--- config.mk ---
export PLATFORM = sky130hd
export DESIGN_NAME = prio_arbiter
export DESIGN_NICKNAME = d
export VERILOG_FILES = /design/src/rtl/arb_pkg.sv /design/src/rtl/prio_pick.sv /design/src/rtl/prio_arbiter.sv
export SDC_FILE = /design/constraint.sdc
export NUM_CORES = 1
export LEC_CHECK = 0
export BUFFER_PORTS_ARGS = -buffer_cell sky130_fd_sc_hd__buf_2
export CAP_MARGIN = 5
export CORE_AREA = 2 2 76 78
export CTS_CLUSTER_DIAMETER = 100
export DETAILED_ROUTE_END_ITERATION = 6
export DIE_AREA = 0 0 78 80
export PLACE_DENSITY = 0.56
export REMOVE_ABC_BUFFERS = 1
export SLEW_MARGIN = 20
export SYNTH_ARGS = -nofsm -noshare
export SYNTH_HDL_FRONTEND = slang
export SYNTH_SLANG_ARGS = --single-unit
--- constraint.sdc ---
create_clock -name clk -period 4.99 [get_ports clk]
set_clock_uncertainty 0.2 [all_clocks]
set_input_delay 0.499 -clock clk [delete_from_list [all_inputs] [get_ports clk]]
set_output_delay 0.499 -clock clk [all_outputs]
set_load 0.02 [all_outputs]
--- src/rtl/arb_pkg.sv ---
// Shared definitions for the priority / round-robin arbiter.
package arb_pkg;

  // Arbitration mode encoding, as seen on the mode input.
  localparam logic MODE_FIXED = 1'b0;
  localparam logic MODE_RR    = 1'b1;

  // StIdle: no grant outstanding. StBusy: a requester holds the grant.
  typedef enum logic {
    StIdle,
    StBusy
  } arb_state_e;

  // Round-robin pointer after a grant to idx: one below the winner, wrapping to n-1.
  function automatic int unsigned ptr_dec(int unsigned idx, int unsigned n);
    return (idx == 0) ? n - 1 : idx - 1;
  endfunction

endpackage

--- src/rtl/prio_pick.sv ---
// Circular downward search: returns the first set bit of i_vec visiting
// i_start, i_start-1, ..., 0, N-1, ... Purely combinational.
module prio_pick #(
  parameter int unsigned N = 8,
  parameter int unsigned W = $clog2(N)
) (
  input  logic [N-1:0] i_vec,
  input  logic [W-1:0] i_start,
  output logic [W-1:0] o_idx,
  output logic         o_found
);

  // Walk the ring from the start pointer downwards; the first hit wins.
  always_comb begin
    int p;
    logic [W-1:0] w_pos;
    p       = 0;
    w_pos   = '0;
    o_found = 1'b0;
    o_idx   = '0;
    for (int k = 0; k < int'(N); k++) begin
      p = int'(i_start) - k;
      if (p < 0) begin
        p = p + int'(N);
      end
      w_pos = p[W-1:0];
      if (!o_found && i_vec[w_pos]) begin
        o_found = 1'b1;
        o_idx   = w_pos;
      end
    end
  end

endmodule

--- src/rtl/prio_arbiter.sv ---
// N-way arbiter with fixed-priority (highest index wins) and round-robin modes.
// A grant is held while its request stays high; in round-robin mode a holder is
// rotated out after MAX_HOLD consecutive cycles if anyone else is waiting.
module prio_arbiter
  import arb_pkg::*;
#(
  parameter int unsigned N        = 8,
  parameter int unsigned MAX_HOLD = 16,
  parameter int unsigned W        = $clog2(N)
) (
  input  logic         clk,
  input  logic         rst_n,
  input  logic [N-1:0] req,
  input  logic         mode,
  output logic [N-1:0] gnt,
  output logic [W-1:0] gnt_idx,
  output logic         gnt_valid
);

  // With the limit disabled the counter is a 1-bit "has been granted" marker.
  localparam int unsigned      CntW   = (MAX_HOLD > 0) ? $clog2(MAX_HOLD + 1) : 1;
  localparam logic [CntW-1:0]  CntSat = CntW'((MAX_HOLD > 0) ? MAX_HOLD : 1);
  localparam logic [N-1:0]     OneHot0 = {{(N-1){1'b0}}, 1'b1};

  arb_state_e      r_state;
  arb_state_e      w_state_d;
  logic [W-1:0]    r_ptr,       w_ptr_d;
  logic [CntW-1:0] r_cnt,       w_cnt_d;
  logic [N-1:0]    r_gnt,       w_gnt_d;
  logic [W-1:0]    r_gnt_idx,   w_gnt_idx_d;
  logic            r_gnt_valid, w_gnt_valid_d;
  // Mode in force when the current grant was issued; a later mode change only
  // takes effect at the next arbitration, so the hold limit follows this copy.
  logic            r_hold_mode, w_hold_mode_d;

  logic            w_holder_req;
  logic            w_others;
  logic            w_limit;
  logic            w_arb;
  logic [N-1:0]    w_vec;
  logic [W-1:0]    w_start;
  logic [W-1:0]    w_pick_idx;
  logic            w_pick_found;

  assign w_holder_req = req[r_gnt_idx];
  // The holder's own bit is excluded: in IDLE r_gnt is zero, so this is just req.
  assign w_vec        = req & ~r_gnt;
  assign w_others     = |w_vec;
  assign w_limit      = (MAX_HOLD > 0) && (r_hold_mode == MODE_RR) && (r_cnt == CntSat);
  assign w_arb        = (r_state == StIdle) || !w_holder_req || (w_limit && w_others);
  // Fixed priority is the same search started from the top index.
  assign w_start      = (mode == MODE_RR) ? r_ptr : W'(N - 1);

  prio_pick #(
    .N(N),
    .W(W)
  ) u_pick (
    .i_vec  (w_vec),
    .i_start(w_start),
    .o_idx  (w_pick_idx),
    .o_found(w_pick_found)
  );

  // State register and all datapath registers; reset clears any grant at once.
  always_ff @(posedge clk or negedge rst_n) begin
    if (!rst_n) begin
      r_state     <= StIdle;
      r_ptr       <= W'(N - 1);
      r_cnt       <= '0;
      r_gnt       <= '0;
      r_gnt_idx   <= '0;
      r_gnt_valid <= 1'b0;
      r_hold_mode <= MODE_FIXED;
    end else begin
      r_state     <= w_state_d;
      r_ptr       <= w_ptr_d;
      r_cnt       <= w_cnt_d;
      r_gnt       <= w_gnt_d;
      r_gnt_idx   <= w_gnt_idx_d;
      r_gnt_valid <= w_gnt_valid_d;
      r_hold_mode <= w_hold_mode_d;
    end
  end

  // Next state: any arbitration lands in BUSY if someone wins, else IDLE.
  always_comb begin
    w_state_d = r_state;
    if (w_arb) begin
      w_state_d = w_pick_found ? StBusy : StIdle;
    end
  end

  // Next grant, pointer and hold counter.
  always_comb begin
    w_ptr_d       = r_ptr;
    w_cnt_d       = r_cnt;
    w_gnt_d       = r_gnt;
    w_gnt_idx_d   = r_gnt_idx;
    w_gnt_valid_d = r_gnt_valid;
    w_hold_mode_d = r_hold_mode;
    if (w_arb) begin
      if (w_pick_found) begin
        w_gnt_d       = OneHot0 << w_pick_idx;
        w_gnt_idx_d   = w_pick_idx;
        w_gnt_valid_d = 1'b1;
        w_ptr_d       = W'(ptr_dec(32'(w_pick_idx), N));
        w_cnt_d       = CntW'(1);
        w_hold_mode_d = mode;
      end else begin
        w_gnt_d       = '0;
        w_gnt_idx_d   = '0;
        w_gnt_valid_d = 1'b0;
        w_cnt_d       = '0;
      end
    end else if (r_cnt != CntSat) begin
      w_cnt_d = r_cnt + CntW'(1);
    end
  end

  assign gnt       = r_gnt;
  assign gnt_idx   = r_gnt_idx;
  assign gnt_valid = r_gnt_valid;

endmodule

; ---- After elaboration in Yosys (flattened, before gate mapping)
; Index checks and enable logic that the tools add are counted.
; Widths: inputs -> output; s select.
[word_totals]
reg_bits = 21
in_bits = 11
out_inout_bits = 12
word_cells = 119
[op_classes]
add_sub_neg = 17
magnitude_cmp = 17
n_eq_ne = 2
n_shift = 1
mux = 50
n_bitwise = 3
n_reduce_logical = 23
[op_table]
columns = op, count
row1 = $mux 3, 19
row2 = $lt 3x4->1 const B, 9
row3 = $lt 4x1->1 const B, 7
row4 = $bmux 1 s3, 9
row5 = $add 3x1->3 const B, 8
row6 = $mux 1, 19
row7 = $sub 3x3->4 const B, 4
row8 = $mux 5, 2
row9 = $logic_and 1x1->1, 9
row10 = $and 8x8->8, 1
row11 = $logic_not 1->1, 8
row12 = $mux 8, 1
row13 = $not 8->8, 1
row14 = $reduce_or 8->1, 1
row15 = $shl 1x3->8 const A, 1
row16 = $sub 3x2->4 const B, 2
row17 = $add 5x1->5 const B, 1
row18 = $eq 5x5->1 const B, 1
row19 = $ne 5x5->1 const B, 1
row20 = $sub 3x1->4 const B, 1
row21 = $logic_not 3->1, 1
row22 = $lt 3x1->1 const B, 1
row23 = $sub 3x1->3 const B, 1
row24 = $logic_or 1x1->1, 2
row25 = 3 further kinds, 3

; ---- Logic depth before layout (Yosys ltp)
[depth]
word_depth = 29
depth_mapped = 14

; ---- Hierarchy
; A second synthesis with hierarchy kept.
[unflattened]
hier_cells = 231
hier_area_um2 = 2364.8
[modules_own_cells]
columns = module, instances, cells_each, area_each_um2, seq_area_each_um2
row1 = prio_arbiter, 1, 116, 1276.2, 529.3
row2 = prio_pick, 1, 115, 1088.5, 0.0

; ---- Worst setup path after synthesis
; No wires, ideal clock.
[synth_path]
path_type = input port to flip-flop
start = in mode
end = reg r_ptr[2]
setup_time_ns = 0.090
arrival_time_ns = 3.925
setup_slack_ns = 0.776
cell_stages = 13
path_buffers = 1
path_cell_list = nor2b_1 clkbuf_1 clkinv_1 ha_1 xnor2_1 mux4_2 a2111o_1 or3_1 a41oi_2 inv_1 ha_1 nor3_1 a221oi_2
[synth_via]
elab_chain_cells = 29
elab_cells_between_ends = 82
cone_classes = add/sub (16) / order compare (8) / mux (42) / reduce/logical (16)
[synth_rtl]
columns = element, line
row1 = start: declaration, prio_arbiter.sv:14  ; input logic mode,
row2 = $mux 3 (*), prio_arbiter.sv:52  ; assign w_start = (mode == MODE_RR) ? r_ptr : W'(N - 1);
row3 = "parallel branches: the longest is 28 deep, another holds $sub 3x1->4", --
row4 = end signal: assignment, prio_arbiter.sv:68  ; r_ptr <= W'(N - 1);
row5 = end signal: assignment, prio_arbiter.sv:76  ; r_ptr <= w_ptr_d;
row6 = end: declaration, prio_arbiter.sv:27  ; logic [W-1:0] r_ptr, w_ptr_d;
; Mark *: on every way between the ends. The select of a mux whose other input is x is not followed.
; A chain may end at the register's enable or synchronous reset.

; ---- Worst setup path in the final report
[layout_path]
start = reg r_ptr[0]
end = reg r_ptr[2]
[layout_via]
elab_chain_cells = 29
elab_cells_between_ends = 82
cone_classes = add/sub (16) / order compare (8) / mux (42) / reduce/logical (16)
[layout_rtl]
columns = element, line
row1 = $mux 3 (*), prio_arbiter.sv:52
row2 = "parallel branches: the longest is 28 deep, another holds $sub 3x1->4", --
; Marked as above.

==> out/qor.json <==
{
  "grt": {
    "initial_antenna_violation_count": 0,
    "overflow": 0,
    "vias_in_the_first_global_route": 1852,
    "grt_usage_pct": 20.7,
    "grt_max_degree": 22,
    "grt_pass1_wl_um": 9980
  },
  "setup_path": {
    "cp_max_delay_cell": "sky130_fd_sc_hd__dfstp_2",
    "critPathLaunch": "r_ptr[0]",
    "timing.critical_path.fanout_max": 14,
    "critPathMaxStageDelay_ns": 0.60,
    "start_kind": "register",
    "critical_path.reg2reg.startpoint": "r_ptr[0]",
    "setup.worst_path.class": "register to register",
    "worstPathArrival_ns": 4.09,
    "worstPathCellList": "and2b_4 > inv_4 > ha_1 > xnor2_1 > mux4_2 > a2111o_1 > or3_1 > a41oi_2 > inv_1 > ha_1 > o31ai_1 > a211oi_1 > a221oi_2",
    "setup.worst_path.end_class": "register",
    "cp_data_required_time_ns": 4.97,
    "worst_path_most_repeated_cell": "sky130_fd_sc_hd__ha_1"
  },
  "clock_network": {
    "cts_max_level": 1,
    "worst_skew_pair.late_latency_ns": 0.26,
    "hold_buffers": 0,
    "clk_pin_slew_ns": 0.07,
    "cts.root.buffer_cell": "sky130_fd_sc_hd__clkbuf_8",
    "cts_made_buffers": 3,
    "clock_tree.buffer_depth": 2,
    "post_cts_buffers": 0,
    "clock_sinks": 21,
    "ctsResizeCount": 0,
    "tritoncts": "built"
  },
  "logic_synthesis": {
    "synth-seq-area-share_pct": 24.5,
    "yosysWarningCount": 0,
    "synth_top_cells_by_area": "sky130_fd_sc_hd__dfrtp_1 21%, sky130_fd_sc_hd__mux4_2 11%, sky130_fd_sc_hd__ha_1 4.6%",
    "synth.ff_latch_count": 21,
    "count_of_flip_flops_with_a_built_in_enable_after_synthesis": 0,
    "top_reg_cell_synth": "sky130_fd_sc_hd__dfrtp_1",
    "synth.avg_cell_area_sq_um": 9.62,
    "synth_top_cell_area_share_pct": 20.8,
    "synth_top_area_cell": "sky130_fd_sc_hd__dfrtp_1",
    "async_reset_ff_share_pct": 100,
    "syn-cell-area_sq_um": 2160,
    "post_synth_cell_types": 64,
    "syn_inst": 225
  },
  "timing": {
    "worst-slew-pin-transition_ns": 1.05,
    "final.setup.tns_ns": 0,
    "fmax_mhz": 243,
    "fin_crit_sh_pct": 82.4,
    "rsz_0062_raised_after_global_routing": "false",
    "timing.final.hold_violations": 18,
    "period_minus_slack_ns": 4.11,
    "timing.final.max_slew_violations": 0,
    "setup_viol_count_final": 0,
    "hold_ws_ns": -0.0169,
    "timing.slew.headroom_pct": 29.4
  },
  "power": {
    "p_per_area_nw_per_um2": 690,
    "total_power_mw": 1.66,
    "static_leakage_nw": 0.970,
    "power.ir.vdd_worst_v": 0.000349
  },
  "placed_design": {
    "hpwl_um": 4970,
    "place_area_sq_um": 2350,
    "place.gp.congestion": 0.873,
    "count_of_buffers_from_port_buffering": 22,
    "numPlacedInstances": 315
  },
  "routing": {
    "count_of_nets_left_with_antenna_violations_after_detail_routing": 0,
    "drt-vias-per-instance": 6.26,
    "drc_errors": 0,
    "drt-wirelength-per-cell_um": 19.8,
    "route.vias.total": 1996,
    "drt-initial-drc-count": 177,
    "drtPass1Iterations": 5,
    "drt_wl_total_um": 6330
  },
  "flow_run": {
    "maxCapViolCount": 0
  },
  "run_status": {
    "status": "finished, violations left",
    "failed_checks": "negative hold slack"
  },
  "cells_and_area": {
    "layout.cell_area.non_filler_sq_um": 2400,
    "layout-drive-gt1-share_pct": 26.7,
    "antenna_cells_inserted": 0,
    "final_net_count": 267,
    "synthToLayoutAreaGrowth_pct": 10.8,
    "post_layout_nonfiller_instances": 319,
    "fillers": 549
  },
  "floorplanning": {
    "std_cell_rows": 27,
    "placeableCoreArea_sq_um": 5410,
    "die_area_sq_um": 6240,
    "ioPinCount": 23,
    "vertical_die_dimension_um": 80,
    "start_util_pct": 40.0,
    "dieWidth_um": 78
  },
  "worst_hold_path": {
    "holdCritPathClass": "primary input to asynchronous set/reset pin"
  }
}
[Yosys cell counts (all sizes together), types with 2 or more instances]
| cell | instances |
|---|---|
| mux4 | 12 |
| or3 | 3 |
| nand3 | 5 |
| nand4 | 3 |
| nor2b | 11 |
| a22o | 5 |
| nor2 | 6 |
| a32o | 4 |
| dfrtp | 18 |
| nand2 | 20 |
| a221oi | 3 |
| and3 | 3 |
| mux2 | 2 |
| a21oi | 6 |
| nor3 | 6 |
| inv | 7 |
| mux2i | 9 |
| a31oi | 4 |
| clkbuf | 5 |
| a21o | 2 |
| a211oi | 7 |
| and4bb | 2 |
| o22ai | 5 |
| buf | 6 |
| ha | 8 |
| xnor2 | 6 |
| dfstp | 3 |
| and2 | 5 |
| or2 | 4 |
| o31ai | 3 |
| o21ai | 9 |
| nand2b | 11 |
[path summary, 6_finish.rpt]
check | endpoint | slack (ns) | cells past startpoint
worst max-delay path | r_ptr[2] | 0.88 | 13
worst min register to register | r_hold_mode | 0.33 | 2
worst min-delay path | r_cnt[4] | -0.02 | 1
min in group clk | r_hold_mode | 0.33 | 2
worst max register to register | r_ptr[2] | 0.88 | 13
max in group asynchronous | r_ptr[2] | 4.26 | 1
[layout make-up]
cell class / count / area [sq um] / area share (%)
clock buffer: 4 / 45.0 / 1.88
inverter: 8 / 32.5 / 1.36
multi-input combinational: 185 / 1540 / 64.2
sequential: 21 / 529 / 22.1
tap: 72 / 90.1 / 3.76
timing repair buffer: 29 / 163 / 6.78
[where the power goes]
| group | switching [mW] | internal, mW |
|---|---|---|
| logic | 0.726 | 0.498 |
| registers | 0.0758 | 0.246 |
| clock network | 0.0539 | 0.0569 |
| total | 0.856 | 0.800 |
[per-stage QoR]
stage          hold slack [ns]  util, %  worst slack (ns)
3_3_place_gp             0.282     43.5             0.736
6_report               -0.0169     44.4             0.877
4_1_cts                0.00170     44.4             0.879
2_1_floorplan          0.00341        -             0.687
5_1_grt                 0.0259     44.4             0.691
3_5_place_dp             0.283     43.5             0.627
[cells by family (layout without fill, tap and decap cells)]
family	Yosys count	after routing	share of synthesized area [%]
AO/OA/AOI/OAI	61	61	22.7
XOR/XNOR	7	7	2.83
buffers and inverters	19	41	4.45
flip-flops	21	21	24.5
adder cells (fa/ha/maj)	8	8	4.62
AND/OR/NAND/NOR	86	86	22.9
multiplexers	23	23	18.0
[worst max-delay path: cells and delay by family, from the launching register on]
family	cells	cell delay, ns
XOR/XNOR	1	0.18
multiplexers	1	0.60
adder cells (fa/ha/maj)	2	0.47
AO/OA/AOI/OAI	5	1.01
buffers and inverters	2	0.30
flip-flops	1	0.60
AND/OR/NAND/NOR	2	0.67
[sequential cells by signal, summed over array words and instances (netlist names)]
name,count
r_ptr,3
gnt_valid,1
r_cnt,5
gnt_idx,3
r_hold_mode,1
gnt,8
[cells in the final DEF, fill, tap and decap left out, types with 7 or more instances in the layout]
cell type	n
sky130_fd_sc_hd__mux4_2	11
sky130_fd_sc_hd__dfrtp_1	18
sky130_fd_sc_hd__nor2b_1	11
sky130_fd_sc_hd__mux2i_1	8
sky130_fd_sc_hd__a211oi_1	7
sky130_fd_sc_hd__ha_1	8
sky130_fd_sc_hd__nand2_1	20
sky130_fd_sc_hd__nand2b_1	11
sky130_fd_sc_hd__o21ai_0	9
sky130_fd_sc_hd__buf_2	22
sky130_fd_sc_hd__buf_4	7
[routing by layer]
metal / share of wire (%) / vias up / GRT usage, %
li1: - / 922 / -
met1: 45 / 962 / 28.3
met2: 47 / 94 / 35.2
met3: 5.4 / 18 / 1.47
met4: 2.6 / 0 / 6.49
met5: 0 / - / 0
Note: power is estimated with default switching activity, not from simulation.
